`config.mk`:
```
export PLATFORM = sky130hd
export DESIGN_NAME = lbox128_inv_iter
export DESIGN_NICKNAME = d
export VERILOG_FILES = /design/src/rtl/lbox128_inv_iter.sv
export SDC_FILE = /design/constraint.sdc
export NUM_CORES = 1
export LEC_CHECK = 0
export ABC_CLOCK_PERIOD_IN_PS = 5350
export BUFFER_PORTS_ARGS = -buffer_cell sky130_fd_sc_hd__buf_2
export CORE_ASPECT_RATIO = 0.6
export CORE_MARGIN = 2
export CORE_UTILIZATION = 40
export DETAILED_ROUTE_END_ITERATION = 12
export PLACE_DENSITY = 0.6
export SYNTH_ARGS = -nofsm -noshare
export SYNTH_HDL_FRONTEND = slang
export SYNTH_SLANG_ARGS = --single-unit
```
`constraint.sdc`:
```
create_clock -name clk -period 5.35 [get_ports clk]
set_input_delay 0 -clock clk [delete_from_list [all_inputs] [get_ports clk]]
set_output_delay 0 -clock clk [all_outputs]
set_load 0.02 [all_outputs]
```
`src/rtl/lbox128_inv_iter.sv`:
```
// Iterative inverse Clyde-128 L-box over the 128-bit Spook state.
// One or two inverse-pair datapaths are shared across the two 64-bit (x,y) pairs.
module lbox128_inv_iter #(
    parameter int PAIRS_PER_CYCLE = 1
) (
    input  logic         clk,
    input  logic         rst_n,
    input  logic         in_valid,
    output logic         in_ready,
    input  logic [127:0] in_data,
    output logic         out_valid,
    input  logic         out_ready,
    output logic [127:0] out_data,
    output logic         busy
);

    typedef enum logic [1:0] {
        IDLE  = 2'd0,
        PAIR0 = 2'd1,
        PAIR1 = 2'd2,
        DONE  = 2'd3
    } state_t;

    state_t         state;
    state_t         state_nxt;
    logic [127:0]   in_reg;
    logic [127:0]   res_nxt;
    logic [63:0]    pair0_res;
    logic [63:0]    pair1_res;

    function automatic logic [31:0] rotr(input logic [31:0] v, input int n);
        return (v >> n) | (v << (32 - n));
    endfunction

    function automatic logic [31:0] byte_bitrev(input logic [31:0] w);
        logic [31:0] r;
        r = '0;
        for (int i = 0; i < 4; i++) begin
            for (int j = 0; j < 8; j++) begin
                r[8*i+j] = w[8*i+7-j];
            end
        end
        return r;
    endfunction

    // Word-slot pair {hi, lo} <-> lane pair {x, y}; the mapping is its own inverse.
    function automatic logic [63:0] lane_map(input logic [63:0] p);
        return {byte_bitrev(p[63:32]), byte_bitrev(p[31:0])};
    endfunction

    function automatic logic [63:0] inv_pair(input logic [31:0] x, input logic [31:0] y);
        logic [31:0] a, b, c, d;
        a = x ^ rotr(x, 25);
        b = y ^ rotr(y, 25);
        c = x ^ rotr(a, 31);
        d = y ^ rotr(b, 31);
        c = c ^ rotr(a, 20);
        d = d ^ rotr(b, 20);
        a = c ^ rotr(c, 31);
        b = d ^ rotr(d, 31);
        c = c ^ rotr(b, 26);
        d = d ^ rotr(a, 25);
        a = a ^ rotr(c, 17);
        b = b ^ rotr(d, 17);
        return {rotr(a, 16), rotr(b, 16)};
    endfunction

    function automatic logic [63:0] inv_slot_pair(input logic [63:0] slots);
        logic [63:0] lanes;
        lanes = lane_map(slots);
        return lane_map(inv_pair(lanes[63:32], lanes[31:0]));
    endfunction

    generate
        if (PAIRS_PER_CYCLE == 1) begin : g_shared
            logic [63:0] pair_sel;
            logic [63:0] pair_res;
            // PAIR1 works on the low pair; every other state presents the high pair.
            assign pair_sel  = (state == PAIR1) ? in_reg[63:0] : in_reg[127:64];
            assign pair_res  = inv_slot_pair(pair_sel);
            assign pair0_res = pair_res;
            assign pair1_res = pair_res;
        end else if (PAIRS_PER_CYCLE == 2) begin : g_dual
            assign pair0_res = inv_slot_pair(in_reg[127:64]);
            assign pair1_res = inv_slot_pair(in_reg[63:0]);
        end else begin : g_bad_param
            $error("lbox128_inv_iter: PAIRS_PER_CYCLE must be 1 or 2");
        end
    endgenerate

    always_comb begin
        state_nxt = state;
        res_nxt   = out_data;
        case (state)
            IDLE: begin
                if (in_valid) begin
                    state_nxt = PAIR0;
                end
            end
            PAIR0: begin
                res_nxt[127:64] = pair0_res;
                if (PAIRS_PER_CYCLE == 2) begin
                    res_nxt[63:0] = pair1_res;
                    state_nxt     = DONE;
                end else begin
                    state_nxt = PAIR1;
                end
            end
            PAIR1: begin
                res_nxt[63:0] = pair1_res;
                state_nxt     = DONE;
            end
            DONE: begin
                if (out_ready) begin
                    state_nxt = IDLE;
                end
            end
            default: begin
                state_nxt = IDLE;
            end
        endcase
    end

    always_ff @(posedge clk or negedge rst_n) begin
        if (!rst_n) begin
            state    <= IDLE;
            in_reg   <= '0;
            out_data <= '0;
        end else begin
            state    <= state_nxt;
            out_data <= res_nxt;
            if ((state == IDLE) && in_valid) begin
                in_reg <= in_data;
            end
        end
    end

    // in_ready is gated by rst_n so nothing is offered while reset is held.
    assign in_ready  = rst_n && (state == IDLE);
    assign out_valid = (state == DONE);
    assign busy      = (state != IDLE);

endmodule
```
## Word-level counts from Yosys, hierarchy flattened

Cells that the tools add are included.

| word-level totals | value |
|---|---|
| register bits | 258 |

| cells by class | value |
|---|---|
| eq/ne operators | 5 |
| mux-type cells | 4 |
| bitwise operators | 26 |
| reduce and logical (&&, ||, !) cells | 5 |

Operators with widths:

| cell | count |
|---|---|
| $xor A32 B32 Y32 | 12 |
| $or A1 B32 Y32 | 4 |
| $or A7 B32 Y32 | 3 |
| $mux W64 | 1 |
| $or A12 B32 Y32 | 2 |
| $or A15 B32 Y32 | 2 |
| $or A16 B32 Y32 | 2 |
| $or A6 B32 Y32 | 1 |
| $pmux W2 S4 | 1 |
| $eq A2 B2 Y1 const B | 2 |
| $mux W2 | 2 |
| $eq A2 B1 Y1 const B | 1 |
| $logic_and A1 B1 Y1 | 2 |
| $logic_not A2 Y1 | 1 |
| $ne A2 B1 Y1 const B | 1 |
| $ne A2 B2 Y1 const B | 1 |
| $reduce_and A2 Y1 | 1 |
| $reduce_bool A2 Y1 | 1 |

## Depth between registers and ports, before layout

Gate-level depths: netlist of run 1.

| logic depth | value |
|---|---|
| depth after elaboration | 14 |
| depth in mapped cells | 12 |

## Worst setup path after synthesis of run 1

No wires, ideal clock.

| path | value |
|---|---|
| path type | reg-to-reg |
| from | reg state[0] |
| to | reg out_data[16] |
| setup time | 0.125 ns |
| data arrival time | 2.458 ns |
| data required time | 5.225 ns |
| path slack | 2.767 ns |
| stages on the path, launching flop included | 11 |
| path buffers | 3 |
| period minus slack after synthesis | 2.583 ns |
| cells stage by stage | dfrtp_1 inv_1 ha_1 buf_2 buf_4 buf_2 mux2i_1 xor2_1 xnor2_1 xor2_1 mux2_2 |

| on the way | value |
|---|---|
| longest elaborated chain between the ends | 14 |

RTL lines:

| element | line | text |
|---|---|---|
| from (decl) | 24 | `state_t state;` |
| from (signal assigned) | 130 | `state <= state_nxt;` |
| $eq A2 B2 Y1 * | 79, 94 |  |
| $mux W64 | 79 | `assign pair_sel = (state == PAIR1) ? in_reg[63:0] : in_reg[127:64];` |
| $or A7 B32 Y32 | 32 | `return (v >> n) \| (v << (32 - n));` |
| $xor A32 B32 Y32 | 53 | `a = x ^ rotr(x, 25);` |
| $or A1 B32 Y32 | 32 |  |
| $xor A32 B32 Y32 | 55 | `c = x ^ rotr(a, 31);` |
| $xor A32 B32 Y32 | 57 | `c = c ^ rotr(a, 20);` |
| $or A1 B32 Y32 | 32 |  |
| $xor A32 B32 Y32 | 59 | `a = c ^ rotr(c, 31);` |
| $or A7 B32 Y32 | 32 |  |
| $xor A32 B32 Y32 | 62 | `d = d ^ rotr(a, 25);` |
| $or A15 B32 Y32 | 32 |  |
| $xor A32 B32 Y32 | 64 | `b = b ^ rotr(d, 17);` |
| $or A16 B32 Y32 | 32 |  |
| to (signal assigned) | 131 | `out_data <= res_nxt;` |
| to (decl) | 13 | `output logic [127:0] out_data,` |

Mark *: on every way between the ends. The rest lies on a longest branch, timed or not.
A chain may end at the register's enable or synchronous reset.

## Worst setup path after layout of run 1

| path | value |
|---|---|
| from | reg state[0] |
| to | reg out_data[33] |

| on the way | value |
|---|---|
| longest elaborated chain between the ends | 14 |

RTL lines:

| element | line | text |
|---|---|---|
| $eq A2 B2 Y1 * | 79, 94 |  |
| $mux W64 | 79 |  |
| $or A7 B32 Y32 | 32 |  |
| $xor A32 B32 Y32 | 54 | `b = y ^ rotr(y, 25);` |
| $or A1 B32 Y32 | 32 |  |
| $xor A32 B32 Y32 | 56 | `d = y ^ rotr(b, 31);` |
| $xor A32 B32 Y32 | 58 | `d = d ^ rotr(b, 20);` |
| $or A1 B32 Y32 | 32 |  |
| $xor A32 B32 Y32 | 60 | `b = d ^ rotr(d, 31);` |
| $or A6 B32 Y32 | 32 |  |
| $xor A32 B32 Y32 | 61 | `c = c ^ rotr(b, 26);` |
| $or A15 B32 Y32 | 32 |  |
| $xor A32 B32 Y32 | 63 | `a = a ^ rotr(c, 17);` |
| $or A16 B32 Y32 | 32 |  |

Marked as above.

==> flow_metrics.py, run 1 <==
metrics = {
    "run_status": {
        "status": "finished, final reports clean",
    },
    "worst_setup_path": {
        "worstPathCellList": "inv_1 > ha_4 > buf_4 > mux2i_1 > xnor2_1 > xnor3_1 > xnor2_1 > mux2_2",
        "startpoint_type": "flop",
        "path_buf_inv": 2,
        "r2r_start": "state[0]",
        "cp.required_ps": 5850,
        "crit_fanout": 45,
        "crit_family": "XOR/XNOR gates",
        "crit_type": "reg2reg",
        "cp_slowest_cell": "ha_4",
        "startpoint": "state[0]",
        "critPathMaxStageDelay_ps": 710,
        "critPathArrivalTime_ps": 4270,
        "critPathMostFrequentCell": "xnor2_1",
        "cp-end-kind": "flop",
    },
    "synthesis": {
        "synth_cells": 1334,
        "synth_seq_cells": 258,
        "netlist_area_sq_um": 17600,
        "synth_cell_type_count": 35,
        "synth.yosys.seq_area_share": 0.367,
        "synth_nets": 1471,
        "synth_area_per_cell_sq_um": 13.2,
        "yosys-top-cells-area": "dfrtp_1, xnor3_1, xnor2_1",
        "synth_edf_count": 0,
        "synth_top_area_cell": "dfrtp_1",
        "synth_top_cell_area_share": 0.367,
        "async_reset_ff_frac": 1.00,
        "ys.flop_type": "dfrtp_1",
        "yosys_warnings": 0,
    },
    "layout": {
        "final_common_cell": "xnor2_1",
        "final_util": 0.495,
        "syn_to_final_growth_pct": 22.0,
        "final_nets": 1797,
        "n_antenna_cell": 0,
        "final_cell_mix": "xnor2_1, buf_2, dfrtp_1",
        "drive_gt1_frac": 0.339,
    },
    "timing": {
        "worst_slew_pin_slew_ps": 908,
        "rsz0062_at_grt": "false",
        "whs_ps": 25.3,
        "max_freq_mhz": 265,
        "period_share": 0.704,
        "fin_skew_ps": 12.3,
        "tns_ps": 0,
        "setup_violations": 0,
        "max_slew_margin": 0.390,
        "hold_violations": 0,
        "period_minus_slack_ps": 3770,
        "drv_slew": 0,
    },
    "clocking": {
        "cts_tree": "built",
        "path_clk_slew_ps": 60,
        "cts_sinks": 258,
        "ctsHoldBuffers": 131,
        "clockBufferDepth": 3,
        "clk-insertion-delay-late_ps": 570,
        "numCtsBuffers": 26,
        "cts_resized": 0,
        "cts_root_buf": "clkbuf_16",
        "htree_levels": 1,
        "post_cts_buffers": 0,
    },
    "flow_run": {
        "drv_cap": 0,
    },
    "grt": {
        "grt_pass1_vias": 11700,
        "antenna_found_initial": 1,
        "grt-ovfl-total": 0,
        "grt_max_degree": 129,
        "grt_pass1_wl_um": 78700,
        "grt_use_total": 0.235,
    },
    "floorplanning": {
        "row_count": 59,
        "coreArea_sq_um": 43300,
        "dieArea_sq_um": 45700,
        "initial_core_util": 0.406,
        "die_w_um": 275,
        "io_pins": 263,
        "die_height_um": 166,
    },
    "placed_design": {
        "dp_hpwl_um": 41700,
        "gp_congestion": 0.961,
        "numPortBuffers": 262,
    },
    "route": {
        "drt-total-wl_um": 53800,
        "wl_per_cell_um": 23.8,
        "drcViolationCount": 0,
        "first_pass_iters": 5,
        "routed_via_density": 4.98,
        "detail-route-antenna-nets": 0,
        "drt-initial-drc-count": 850,
        "vias": 11200,
    },
    "worst_hold_path": {
        "hold_path.class": "in2async",
    },
}
[layer usage]
metal  GRT usage  up-vias  wire length (um)
met5           0        -                11
met4      0.0314        2               728
met3      0.0613       50              4180
met2       0.330      364             22000
met1       0.369     5704             26900
li1            -     5121                 -
[cells by family after synthesis]
| family | after synthesis | synth area share |
|---|---|---|
| compound gates | 69 | 0.0206 |
| mux | 273 | 0.181 |
| simple gates | 87 | 0.0195 |
| fa+ha+maj | 5 | 0.00356 |
| flops | 258 | 0.367 |
| buf+inv | 112 | 0.0314 |
| xor+xnor | 530 | 0.377 |
[worst paths after layout]
| kind | end | slack [ps] | depth (start not counted) |
|---|---|---|---|
| max | out_data[33] | 1580 | 8 |
| min | out_data[115] | 30 | 2 |
| max reg2reg | out_data[33] | 1580 | 8 |
| min reg2reg | out_data[102] | 500 | 1 |
| max in group asynchronous | in_reg[67] | 4150 | 3 |
| min in group clk | in_reg[8] | 170 | 4 |
[cell type report]
cell class / count / area [sq um]
Multi-Input combinational cell: 964 / 10600
Inverter: 6 / 22.5
Fill cell: 3917 / 21900
Clock inverter: 14 / 143
Clock buffer: 34 / 741
Timing Repair Buffer: 404 / 2750
Sequential cell: 258 / 6460
Tap cell: 579 / 724
[Yosys cell counts (11+ instances only)]
master,number
xor2_1,109
nand2_1,20
xnor2_1,268
mux2i_2,12
dfrtp_1,258
a21oi_1,59
xnor2_2,15
mux2i_4,12
buf_4,13
mux2_2,197
buf_2,39
nor2_1,58
mux2i_1,51
buf_1,11
clkbuf_1,30
xnor3_1,124
[metrics by stage]
stage                     instances  worst slack (ps)  instance area, sq um
after detailed placement       2080              1610                 19300
after floorplan                1334              2770                 17600
after global placement         2080              1670                 19300
final                          2259              1580                 21500
after global routing           2259              1410                 21500
after CTS                      2259              1590                 21500
Power of run 1 is not shown: default switching activity piles up to over one toggle a cycle in this logic, so the estimate is an artifact.
==> inputs of run 2 (changes only) <==
- ABC_CLOCK_PERIOD_IN_PS: 5350 -> 3000
- PLACE_DENSITY: 0.6 -> 0.63
- clock period: 5.35 -> 3 ns (I/O delays scaled with it)
==> run 2 against run 1 <==
Maximum frequency up 29%. Sequential share of layout area down 1.3 points. Clock skew up 19 ps. Final cell count up 3.7%. Register-to-register slack worse by 1500 ps. Non-clock buffer count up 83. Critical endpoint is now out_data[73]. Via count up 4.1%. Die area unchanged. Count of clock-buffer cells in the layout down 2.
==> flow_metrics.py, run 2 (same netlist as run 1, synthesis figures left out) <==
metrics = {
    "timing": {
        "period_minus_slack_ps": 2920,
        "period_share": 0.974,
        "rsz0062_at_grt": "true",
        "fin_skew_ps": 31.1,
        "max_slew_margin": 0.431,
        "whs_ps": 53.5,
        "hold_violations": 0,
        "setup_violations": 0,
        "max_freq_mhz": 342,
        "worst_slew_pin_slew_ps": 847,
        "setup_ws_ps": 77.5,
        "tns_ps": 0,
        "drv_slew": 0,
    },
    "grt": {
        "grt_use_total": 0.238,
        "antenna_found_initial": 2,
        "grt_pass1_vias": 11900,
        "grt_max_degree": 99,
        "grt-ovfl-total": 0,
        "grt_pass1_wl_um": 80000,
    },
    "floorplanning": {
        "dieArea_sq_um": 45700,
        "row_count": 59,
        "io_pins": 263,
        "coreArea_sq_um": 43300,
        "initial_core_util": 0.406,
        "die_w_um": 275,
        "die_height_um": 166,
    },
    "route": {
        "routed_via_density": 4.99,
        "vias": 11700,
        "drcViolationCount": 0,
        "detail-route-antenna-nets": 0,
        "wl_per_cell_um": 23.2,
        "drt-total-wl_um": 54300,
        "drt-initial-drc-count": 867,
        "first_pass_iters": 5,
    },
    "clocking": {
        "cts_root_buf": "clkbuf_16",
        "cts_tree": "built",
        "clockBufferDepth": 3,
        "clk-insertion-delay-late_ps": 580,
        "numCtsBuffers": 27,
        "path_clk_slew_ps": 70,
        "htree_levels": 1,
        "cts_sinks": 258,
    },
    "worst_setup_path": {
        "r2r_slack_ps": 80,
        "cp_slowest_cell": "mux2i_1",
        "crit_fanout": 17,
        "critPathArrivalTime_ps": 3390,
        "path_buf_inv": 2,
        "crit_type": "reg2reg",
        "cp-end-kind": "flop",
        "startpoint_type": "flop",
        "crit_family": "XOR/XNOR gates",
        "critPathMostFrequentCell": "xor2_1",
        "worstPathCellList": "inv_1 > ha_4 > buf_12 > mux2i_1 > xnor2_2 > xor2_2 > xor2_1 > xor2_1 > mux2_2",
        "cp.required_ps": 3470,
        "critPathMaxStageDelay_ps": 510,
    },
    "worst_hold_path": {
        "hold_path.class": "in2async",
    },
    "placed_design": {
        "post_dp_cell_area_sq_um": 20000,
        "dp_hpwl_um": 42800,
        "numPortBuffers": 262,
        "post-place-ws_ps": 53.6,
        "gp_congestion": 1.00,
    },
    "layout": {
        "drive_gt1_frac": 0.377,
        "final_nets": 1881,
        "stdcell_area_sq_um": 22400,
        "final_cell_mix": "buf_2, dfrtp_1, xnor2_1",
        "syn_to_final_growth_pct": 27.4,
        "final_common_cell": "buf_2",
    },
    "flow_run": {
        "drv_cap": 0,
    },
    "run_status": {
        "status": "finished, final reports clean",
    },
}
run 2: final timing paths:
kind,startpoint,end,depth (start not counted)
setup / recovery,state[0],out_data[73],9
hold / removal,rst_n,out_data[124],2
setup reg to reg,state[0],out_data[73],9
hold reg to reg,out_data[5],out_data[5],1
max in group asynchronous,rst_n,out_data[3],3
min in group clk,in_data[54],in_reg[54],3
run 2: per-layer routing:
metal  GRT usage  wire, um  up-vias
li1            -         -     5298
met1       0.372     25900     5892
met2       0.327     22200      460
met3      0.0692      5340       53
met4      0.0380       872        0
met5           0         0        -
run 2: final cells by class:
class | instances | area (sq um)
Antenna cell | 1 | 2.50
Clock buffer | 32 | 714
Clock inverter | 16 | 295
Fill cell | 3751 | 20900
Inverter | 6 | 22.5
Multi-Input combinational cell | 964 | 10700
Sequential cell | 258 | 6460
Tap cell | 579 | 724
Timing Repair Buffer | 487 | 3470
run 2: stage by stage:
stage	cells	util
after floorplan	1334	-
after global placement	2162	0.461
after detailed placement	2162	0.461
after CTS	2342	0.515
after global routing	2343	0.517
final	2343	0.517
run 2: repair_timing:
action / in CTS / in global routing
setup buffers: 0 / 0
endpoints found under the setup margin: 0 / 25
endpoints found under the hold margin: 224 / 0
hold buffers: 132 / 0
resized for setup: 0 / 15
Power of run 2 is left out for the same reason.
